===== src/rtl/gcd_pkg.sv =====
// Shared types and helpers for the binary GCD coprocessor.
// Optional cycle counter is enabled by defining GCD_CYCLE_COUNT_EN.
package gcd_pkg;

    typedef enum logic [1:0] {
        IDLE   = 2'b00,
        REDUCE = 2'b01,
        DONE   = 2'b10
    } state_t;

    // Bits needed to hold any step count up to the worst-case latency 4*width+2.
    function automatic int cnt_width(input int width);
        int n;
        n = 0;
        while ((64'd1 << n) < 64'(4 * width + 3)) begin
            n = n + 1;
        end
        return n;
    endfunction

endpackage


===== src/rtl/gcd_step.sv =====
// One Stein reduction step: priority-ordered terminal checks, then halving or
// subtracting the smaller operand from the larger.
module gcd_step
    import gcd_pkg::*;
#(
    parameter int WIDTH = 32
) (
    input  logic [WIDTH-1:0] x,
    input  logic [WIDTH-1:0] y,
    output logic [WIDTH-1:0] x_next,
    output logic [WIDTH-1:0] y_next,
    output logic             k_inc,
    output logic             done,
    output logic [WIDTH-1:0] raw
);

    always_comb begin
        x_next = x;
        y_next = y;
        k_inc  = 1'b0;
        done   = 1'b0;
        raw    = '0;
        if (x == '0) begin
            done = 1'b1;
            raw  = y;
        end else if (y == '0) begin
            done = 1'b1;
            raw  = x;
        end else if (x == y) begin
            done = 1'b1;
            raw  = x;
        end else if (!x[0] && !y[0]) begin
            x_next = x >> 1;
            y_next = y >> 1;
            k_inc  = 1'b1;
        end else if (!x[0]) begin
            x_next = x >> 1;
        end else if (!y[0]) begin
            y_next = y >> 1;
        end else if (x > y) begin
            x_next = x - y;
        end else begin
            y_next = y - x;
        end
    end

endmodule


===== src/rtl/gcd_engine.sv =====
// Multi-cycle binary GCD coprocessor with valid/ready on both sides.
// Define GCD_CYCLE_COUNT_EN to add the 'cycles' REDUCE-step counter output.
module gcd_engine
    import gcd_pkg::*;
#(
    parameter int WIDTH = 32,
    parameter int CNT_W = cnt_width(WIDTH)
) (
    input  logic             clk,
    input  logic             rst,
    input  logic             in_valid,
    output logic             in_ready,
    input  logic [WIDTH-1:0] a,
    input  logic [WIDTH-1:0] b,
    output logic             out_valid,
    input  logic             out_ready,
    output logic [WIDTH-1:0] result,
`ifdef GCD_CYCLE_COUNT_EN
    output logic [CNT_W-1:0] cycles,
`endif
    output logic             busy
);

    state_t           state;
    state_t           state_nxt;
    logic [WIDTH-1:0] x;
    logic [WIDTH-1:0] y;
    logic [CNT_W-1:0] k;
    logic [WIDTH-1:0] x_next;
    logic [WIDTH-1:0] y_next;
    logic             k_inc;
    logic             st_done;
    logic [WIDTH-1:0] st_raw;

    gcd_step #(.WIDTH(WIDTH)) u_step (
        .x      (x),
        .y      (y),
        .x_next (x_next),
        .y_next (y_next),
        .k_inc  (k_inc),
        .done   (st_done),
        .raw    (st_raw)
    );

    always_ff @(posedge clk) begin
        if (!rst) begin
            state <= IDLE;
        end else begin
            state <= state_nxt;
        end
    end

    always_comb begin
        state_nxt = state;
        case (state)
            IDLE:    if (in_valid) state_nxt = REDUCE;
            REDUCE:  if (st_done) state_nxt = DONE;
            DONE:    if (out_ready) state_nxt = IDLE;
            default: state_nxt = IDLE;
        endcase
    end

    always_comb begin
        in_ready  = (state == IDLE);
        out_valid = (state == DONE);
        busy      = (state == REDUCE) || (state == DONE);
    end

    // The common power of two stripped during reduction is restored when latching the result.
    always_ff @(posedge clk) begin
        if (!rst) begin
            x      <= '0;
            y      <= '0;
            k      <= '0;
            result <= '0;
        end else begin
            case (state)
                IDLE: begin
                    if (in_valid) begin
                        x <= a;
                        y <= b;
                        k <= '0;
                    end
                end
                REDUCE: begin
                    if (st_done) begin
                        result <= st_raw << k;
                    end else begin
                        x <= x_next;
                        y <= y_next;
                        if (k_inc) k <= k + CNT_W'(1);
                    end
                end
                default: ;
            endcase
        end
    end

`ifdef GCD_CYCLE_COUNT_EN
    always_ff @(posedge clk) begin
        if (!rst) begin
            cycles <= '0;
        end else if (state == IDLE && in_valid) begin
            cycles <= '0;
        end else if (state == REDUCE) begin
            cycles <= cycles + CNT_W'(1);
        end
    end
`endif

endmodule

===== config.mk =====
export PLATFORM = sky130hd
export DESIGN_NAME = gcd_engine
export DESIGN_NICKNAME = d
export VERILOG_FILES = /design/src/rtl/gcd_pkg.sv /design/src/rtl/gcd_step.sv /design/src/rtl/gcd_engine.sv
export SDC_FILE = /design/constraint.sdc
export NUM_CORES = 1
export LEC_CHECK = 0
export CORE_ASPECT_RATIO = 1.25
export CORE_UTILIZATION = 45
export CTS_CLUSTER_SIZE = 30
export DETAILED_ROUTE_END_ITERATION = 10
export GPL_TIMING_DRIVEN = 0
export HOLD_SLACK_MARGIN = 0.15
export PLACE_DENSITY = 0.65
export SYNTH_ARGS = -nofsm -noshare
export SYNTH_HDL_FRONTEND = slang
export SYNTH_SLANG_ARGS = --single-unit
export TNS_END_PERCENT = 20

===== constraint.sdc =====
create_clock -name clk -period 4.27 [get_ports clk]
set_clock_uncertainty 0.05 [all_clocks]
set_input_delay 0.427 -clock clk [delete_from_list [all_inputs] [get_ports clk]]
set_output_delay 0.427 -clock clk [all_outputs]
set_load 0.05 [all_outputs]

==> reports/results.ini, run 1 <==
[synthesis]
syn_inst = 1471
yosys_warnings = 0
synth_top_family_by_area = compound AO/OA/AOI/OAI gates
yosysSeqAreaShare_pct = 19.6
synth_cell_types = 85
syn-num-nets = 1609
yosys.area.top_type = dfxtp_1
yosysMostFrequentCell = a21oi_1
synth_compound_area_share_pct = 32.4
netlist.area_leader.share_pct = 19.6
synthFlopType = dfxtp_1
yosys-top-cells-area = dfxtp_1, a21oi_1, ha_1, nand2_1, nor2_1
synth-edff-count = 0
synth_fa_ha_area_share_pct = 8.23
syn_avg_cell_area_sq_um = 7.36
postSynth.asyncResetShare_pct = 0
synthMuxAreaShare_pct = 8.20
synth_seq_cells = 106
ys_top_cells_by_count = a21oi_1, nand2_1, nor2_1
synthXorXnorAreaFrac_pct = 4.29
synthesis.area_sq_um = 10800
synthSimpleGateAreaFrac_pct = 18.2

[run]
maxCapViolCount = 0

[floorplan]
core-area_sq_um = 23600
num_io_pins = 103
die-height_um = 175
num_rows = 63
dieArea_sq_um = 24700
floorplan.initialDensity_pct = 45.8
die_w_um = 141

[setup_path]
r2r-start = y[8]
path_class = register to register
regToRegEndpoint = x[27]
critPathLaunchType = register
endpoint = x[27]
cp_max_fo = 10
worst_ep_required_time_ns = 4.50
endpoint_kind = register
r2r_cells = 14
arrival_ns = 4.42
r2r_slack_ns = 0.08
cp-startpoint = y[8]

[sta]
fmax_mhz = 239
worst_slew_pin_slew_ns = 1.26
fin_ws_ns = 0.0809
final-max-slew-violation-count = 0
slew_headroom_pct = 15.3
rsz0062_at_grt = no
setup_viol_count_final = 0
period_share_pct = 98.1
hold_viol_final = 0
fin_crit_ns = 4.19

[place]
io_buffer_count = 102
post-place-ws_ns = -0.215
gp_congestion = 1.02
dpl.hpwl_um = 40100

[grt]
antenna_found_initial = 0
grt_pass1_vias = 12200
grt_max_degree = 20
groute.usage.overall_pct = 41.2
grt.overflow.total = 0
grt_pass1_wl_um = 74900

[clocking]
cts-buffers-inserted = 9
cts.reportedPaths.clkPinSlew_ns = 0.08
ctsHoldBuffers = 0
post_cts_buffers = 0
ctsLongestPathBuffers = 2
clock_sinks = 106
cts-root-buf = clkbuf_16
clk_latency_ns = 0.38
cts_max_level = 3
cts_tree = yes

[final_layout]
num-nets-final = 1721
drive_above_1_share_pct = 8.56
antenna_cells = 0
area_growth_pct = 15.9
n_fill_cell = 2434

[routing]
via_count = 12500
drc_errors = 0
ant_nets = 0
firstDrtPassIters = 5
routed_wl_um = 50600
routedWlPerCell_um = 26.9
avgViaCountPerCell = 6.64
drt-initial-drc-count = 1321

[power_and_ir_drop]
p_per_area_nw_per_um2 = 611
p_leak_nw = 4.65
power_mw = 7.67
ir_drop_mv = 0.368

[hold_path]
hold_class = register to register

[run_status]
status = complete, no violations

[flip-flops by register name (all words and copies together), names as in the netlist]
signal / flops
k: 8
y: 32
result: 32
x: 32
state: 2
[how the worst min path moves through the flow]
stage	startpoint	slack, ns	endpoint	cells after the start
global route	result[4]	0.44	result[4]	2
global placement	result[15]	0.39	result[15]	2
floorplan	x[10]	0.42	x[10]	2
finish	result[4]	0.40	result[4]	2
detailed placement	result[6]	0.40	result[6]	2
CTS	result[6]	0.41	result[6]	2
[power by group]
part | leakage [nW] | total (mW) | internal, mW | switching [mW]
logic | 3.63 | 5.32 | 1.91 | 3.41
registers | 0.866 | 1.41 | 1.12 | 0.290
clock network | 0.149 | 0.933 | 0.468 | 0.465
[cell type report]
| type | count | area [sq um] | share of cell area [%] |
|---|---|---|---|
| buffer | 107 | 634 | 5.06 |
| multi-input combinational | 1163 | 7740 | 61.7 |
| sequential | 106 | 2120 | 16.9 |
| clock buffer | 9 | 225 | 1.79 |
| clock inverter | 7 | 83.8 | 0.668 |
| inverter | 94 | 353 | 2.81 |
| timing repair buffer | 102 | 1020 | 8.14 |
| tap | 292 | 365 | 2.91 |
[what timing repair did]
action	CTS	global route
resized for setup	3	4
setup endpoints to repair	11	28
pin swaps	0	1
[cell families (layout without fill, tap and decap cells)]
group           Yosys count  in the layout
simple gates            419            419
xor+xnor                 53             53
flops                   106            106
buf+inv                 202            319
mux                      73             73
compound gates          548            548
fa+ha+maj                70             70
[stage by stage]
step | TNS (ns) | hold WS (ns) | std cells | instance area (sq um) | utilization, %
after floorplan | 0 | 0.422 | 1471 | 10800 | -
after global placement | -1.82 | 0.389 | 1865 | 12200 | 51.7
after detailed placement | -2.08 | 0.395 | 1865 | 12200 | 51.7
after CTS | 0 | 0.407 | 1881 | 12500 | 53.0
after global routing | 0 | 0.436 | 1880 | 12500 | 53.1
final | 0 | 0.404 | 1880 | 12500 | 53.1
[metal layers]
layer  vias up  share of wire (%)  track usage, %
li1       5617                  -               -
met1      5874                 37            46.8
met2       766                 46            68.4
met3       228                7.7            5.97
met4         0                8.9            34.0
met5         -                  0               0
[worst max-delay path: stages, from the launching register on]
cell,delay [ns]
dfxtp_1,0.56
inv_1,0.08
ha_1,0.28
buf_4,0.17
nand4_1,0.24
nor3_4,0.33
a21oi_2,0.19
a2111oi_4,0.60
o21ai_2,0.17
nand3_1,0.18
and2_1,0.13
buf_2,0.28
nand2_2,0.25
buf_2,0.32
o31ai_1,0.27
[cells in the final DEF, fill, tap and decap left out, types with 21 or more instances in the layout]
| master | Yosys | routed |
|---|---|---|
| a21oi_1 | 187 | 186 |
| nand2_1 | 142 | 142 |
| nor2_1 | 125 | 124 |
| dfxtp_1 | 106 | 105 |
| clkdlybuf4s50_1 | 0 | 102 |
| inv_1 | 93 | 93 |
| o21ai_0 | 82 | 82 |
| ha_1 | 68 | 68 |
| clkbuf_1 | 51 | 49 |
| a31oi_1 | 45 | 45 |
| o211ai_1 | 38 | 38 |
| mux2i_1 | 37 | 37 |
| xnor2_1 | 36 | 36 |
| a21o_1 | 28 | 28 |
| o31ai_1 | 27 | 27 |
| mux2_2 | 26 | 26 |
| nor4_1 | 25 | 25 |
| nand3_1 | 24 | 24 |
| buf_2 | 22 | 21 |
Power figures use the tool's default switching activity.
==> inputs of run 2 (changes only) <==
--- a/config.mk
+++ b/config.mk
@@ -6,6 +6,7 @@
 export NUM_CORES = 1
 export LEC_CHECK = 0
 export CORE_ASPECT_RATIO = 1.25
+export CORE_MARGIN = 3
 export CORE_UTILIZATION = 45
 export CTS_CLUSTER_SIZE = 30
 export DETAILED_ROUTE_END_ITERATION = 10
==> reports/results.ini, run 2 (synthesis gave the netlist of run 1 again) <==
[run_status]
status = complete, no violations

[grt]
grt_pass1_vias = 12100  ; -0.78%
groute.usage.overall_pct = 37.7  ; -3.5 points
grt_max_degree = 20  ; unchanged
grt_pass1_wl_um = 73800  ; -1.5%
grt.overflow.total = 0  ; unchanged
antenna_found_initial = 0  ; unchanged

[routing]
via_count = 12400  ; -0.66%
routed_wl_um = 50500  ; -0.16%
firstDrtPassIters = 8  ; +3
drc_errors = 0  ; unchanged
drt-initial-drc-count = 1266  ; -4.2%
avgViaCountPerCell = 6.49  ; -2.2%
routedWlPerCell_um = 26.4  ; -1.7%
ant_nets = 0  ; unchanged

[clocking]
clock_sinks = 106  ; unchanged
post_cts_buffers = 0  ; unchanged
cts_tree = yes
cts_max_level = 3  ; unchanged
ctsLongestPathBuffers = 2  ; unchanged
cts.reportedPaths.clkPinSlew_ns = 0.09  ; about the same
cts-buffers-inserted = 9  ; unchanged
clk_latency_ns = 0.38  ; about the same
cts-root-buf = clkbuf_16

[floorplan]
num_rows = 62  ; -1.6%
core-area_sq_um = 23300  ; -1.3%
floorplan.initialDensity_pct = 46.4  ; +0.58 points
num_io_pins = 103  ; unchanged
die-height_um = 179  ; +2.3%
die_w_um = 145  ; +2.8%
dieArea_sq_um = 26000  ; +5.2%

[setup_path]
endpoint_kind = register
arrival_ns = 4.46  ; +0.04 ns
cp_max_fo = 10  ; unchanged
worst_ep_required_time_ns = 4.52  ; +0.02 ns
path_class = register to register
critPathLaunchType = register

[place]
dp.cells = 1894  ; +1.6%
gp_congestion = 1.05  ; +2.9%
dpl.hpwl_um = 39700  ; -1.1%
io_buffer_count = 102  ; unchanged
post-place-ws_ns = -0.314  ; -0.0998 ns

[sta]
setup_tns_ns = 0  ; unchanged
fmax_mhz = 237  ; -0.65%
fin_ws_ns = 0.0534  ; -0.0275 ns
hold_viol_final = 0  ; unchanged
period_share_pct = 98.7  ; +0.64 points
setup_viol_count_final = 0  ; unchanged
final-max-slew-violation-count = 0  ; unchanged
slew_headroom_pct = 18.1  ; +2.8 points
worst_slew_pin_slew_ns = 1.22  ; -0.0437 ns
fin_crit_ns = 4.22  ; +0.0275 ns
rsz0062_at_grt = yes

[final_layout]
multi_input_area_sq_um = 7760  ; +0.23%
final_core_util_pct = 54.0  ; +0.92 points
mostFrequentLayoutCell = a21oi_1
n_fill_cell = 2343  ; -3.7%
final_cell_mix = a21oi_1, nand2_1, nor2_1
reg_top3 = result (32), x (32), y (32)
instances_no_fill = 1910  ; +1.6%
regArea_sq_um = 2120  ; unchanged
num-nets-final = 1723  ; +0.12%
antenna_cells = 0  ; unchanged
area_growth_pct = 16.4
drive_above_1_share_pct = 8.87  ; +0.30 points

[power_and_ir_drop]
p_per_area_nw_per_um2 = 605  ; -0.92%
p_leak_nw = 4.66  ; +0.27%
power_mw = 7.63  ; -0.47%
ir_drop_mv = 0.292  ; -21%

[run]
maxCapViolCount = 0  ; unchanged

[hold_path]
hold_class = register to register

run 2: cell types whose count changed in the layout (fill, tap and decap cells not counted), sizes merged:
cell | before | now
bufinv | 1 | 0
clkbuf | 65 | 67
clkinvlp | 1 | 0
clkinv | 3 | 4
buf | 50 | 51
run 2: worst paths after layout:
kind / start / to / slack [ns] / depth (start not counted)
min: result[4] / result[4] / 0.40 / 2
min reg2reg: result[4] / result[4] / 0.40 / 2
max: y[27] / result[27] / 0.05 / 13
max reg2reg: y[27] / result[27] / 0.05 / 13
run 2: metal layers:
metal,GRT usage (%),vias up,routed length (um)
met3,6.43,230,4710
met4,25.4,0,4200
met2,60.4,800,23200
met5,0,-,0
met1,45.3,5764,18400
li1,-,5608,-
run 2: stage by stage:
stage | hold slack, ns | cell area [sq um]
2_1_floorplan | 0.422 | 10800
6_report | 0.403 | 12600
4_1_cts | 0.407 | 12600
3_3_place_gp | 0.390 | 12300
5_1_grt | 0.438 | 12600
3_5_place_dp | 0.397 | 12300
run 2: final cells by class:
cell class / count / share of cell area [%]
multi-input cells: 1163 / 61.6
flip-flops and latches: 106 / 16.8
repair buffers: 103 / 8.19
plain buffers: 108 / 5.07
well taps: 320 / 3.18
inverters: 94 / 2.80
clock buffers: 10 / 1.90
clock inverters: 6 / 0.457
run 2: what timing repair did:
item                       in CTS  in global routing
resized for setup               3                  8
hold endpoints to repair        0                  0
setup endpoints to repair      11                 35
pin swaps                       0                  3
hold buffers                    0                  0
run 2: critical path, stage by stage (launching register included):
cell	delay, ns
dfxtp_1	0.50
inv_1	0.12
ha_1	0.29
buf_2	0.20
nand4_1	0.38
nor2_1	0.39
and3_1	0.24
buf_6	0.14
o21ai_2	0.12
clkbuf_1	0.34
nor2_1	0.41
nand2_1	0.26
or3_1	0.48
a31oi_1	0.21
run 2: report_power, final:
group | internal (mW) | switching (mW) | total (mW)
registers | 1.12 | 0.288 | 1.41
clock network | 0.428 | 0.482 | 0.911
logic | 1.91 | 3.39 | 5.31
total | 3.47 | 4.16 | 7.63
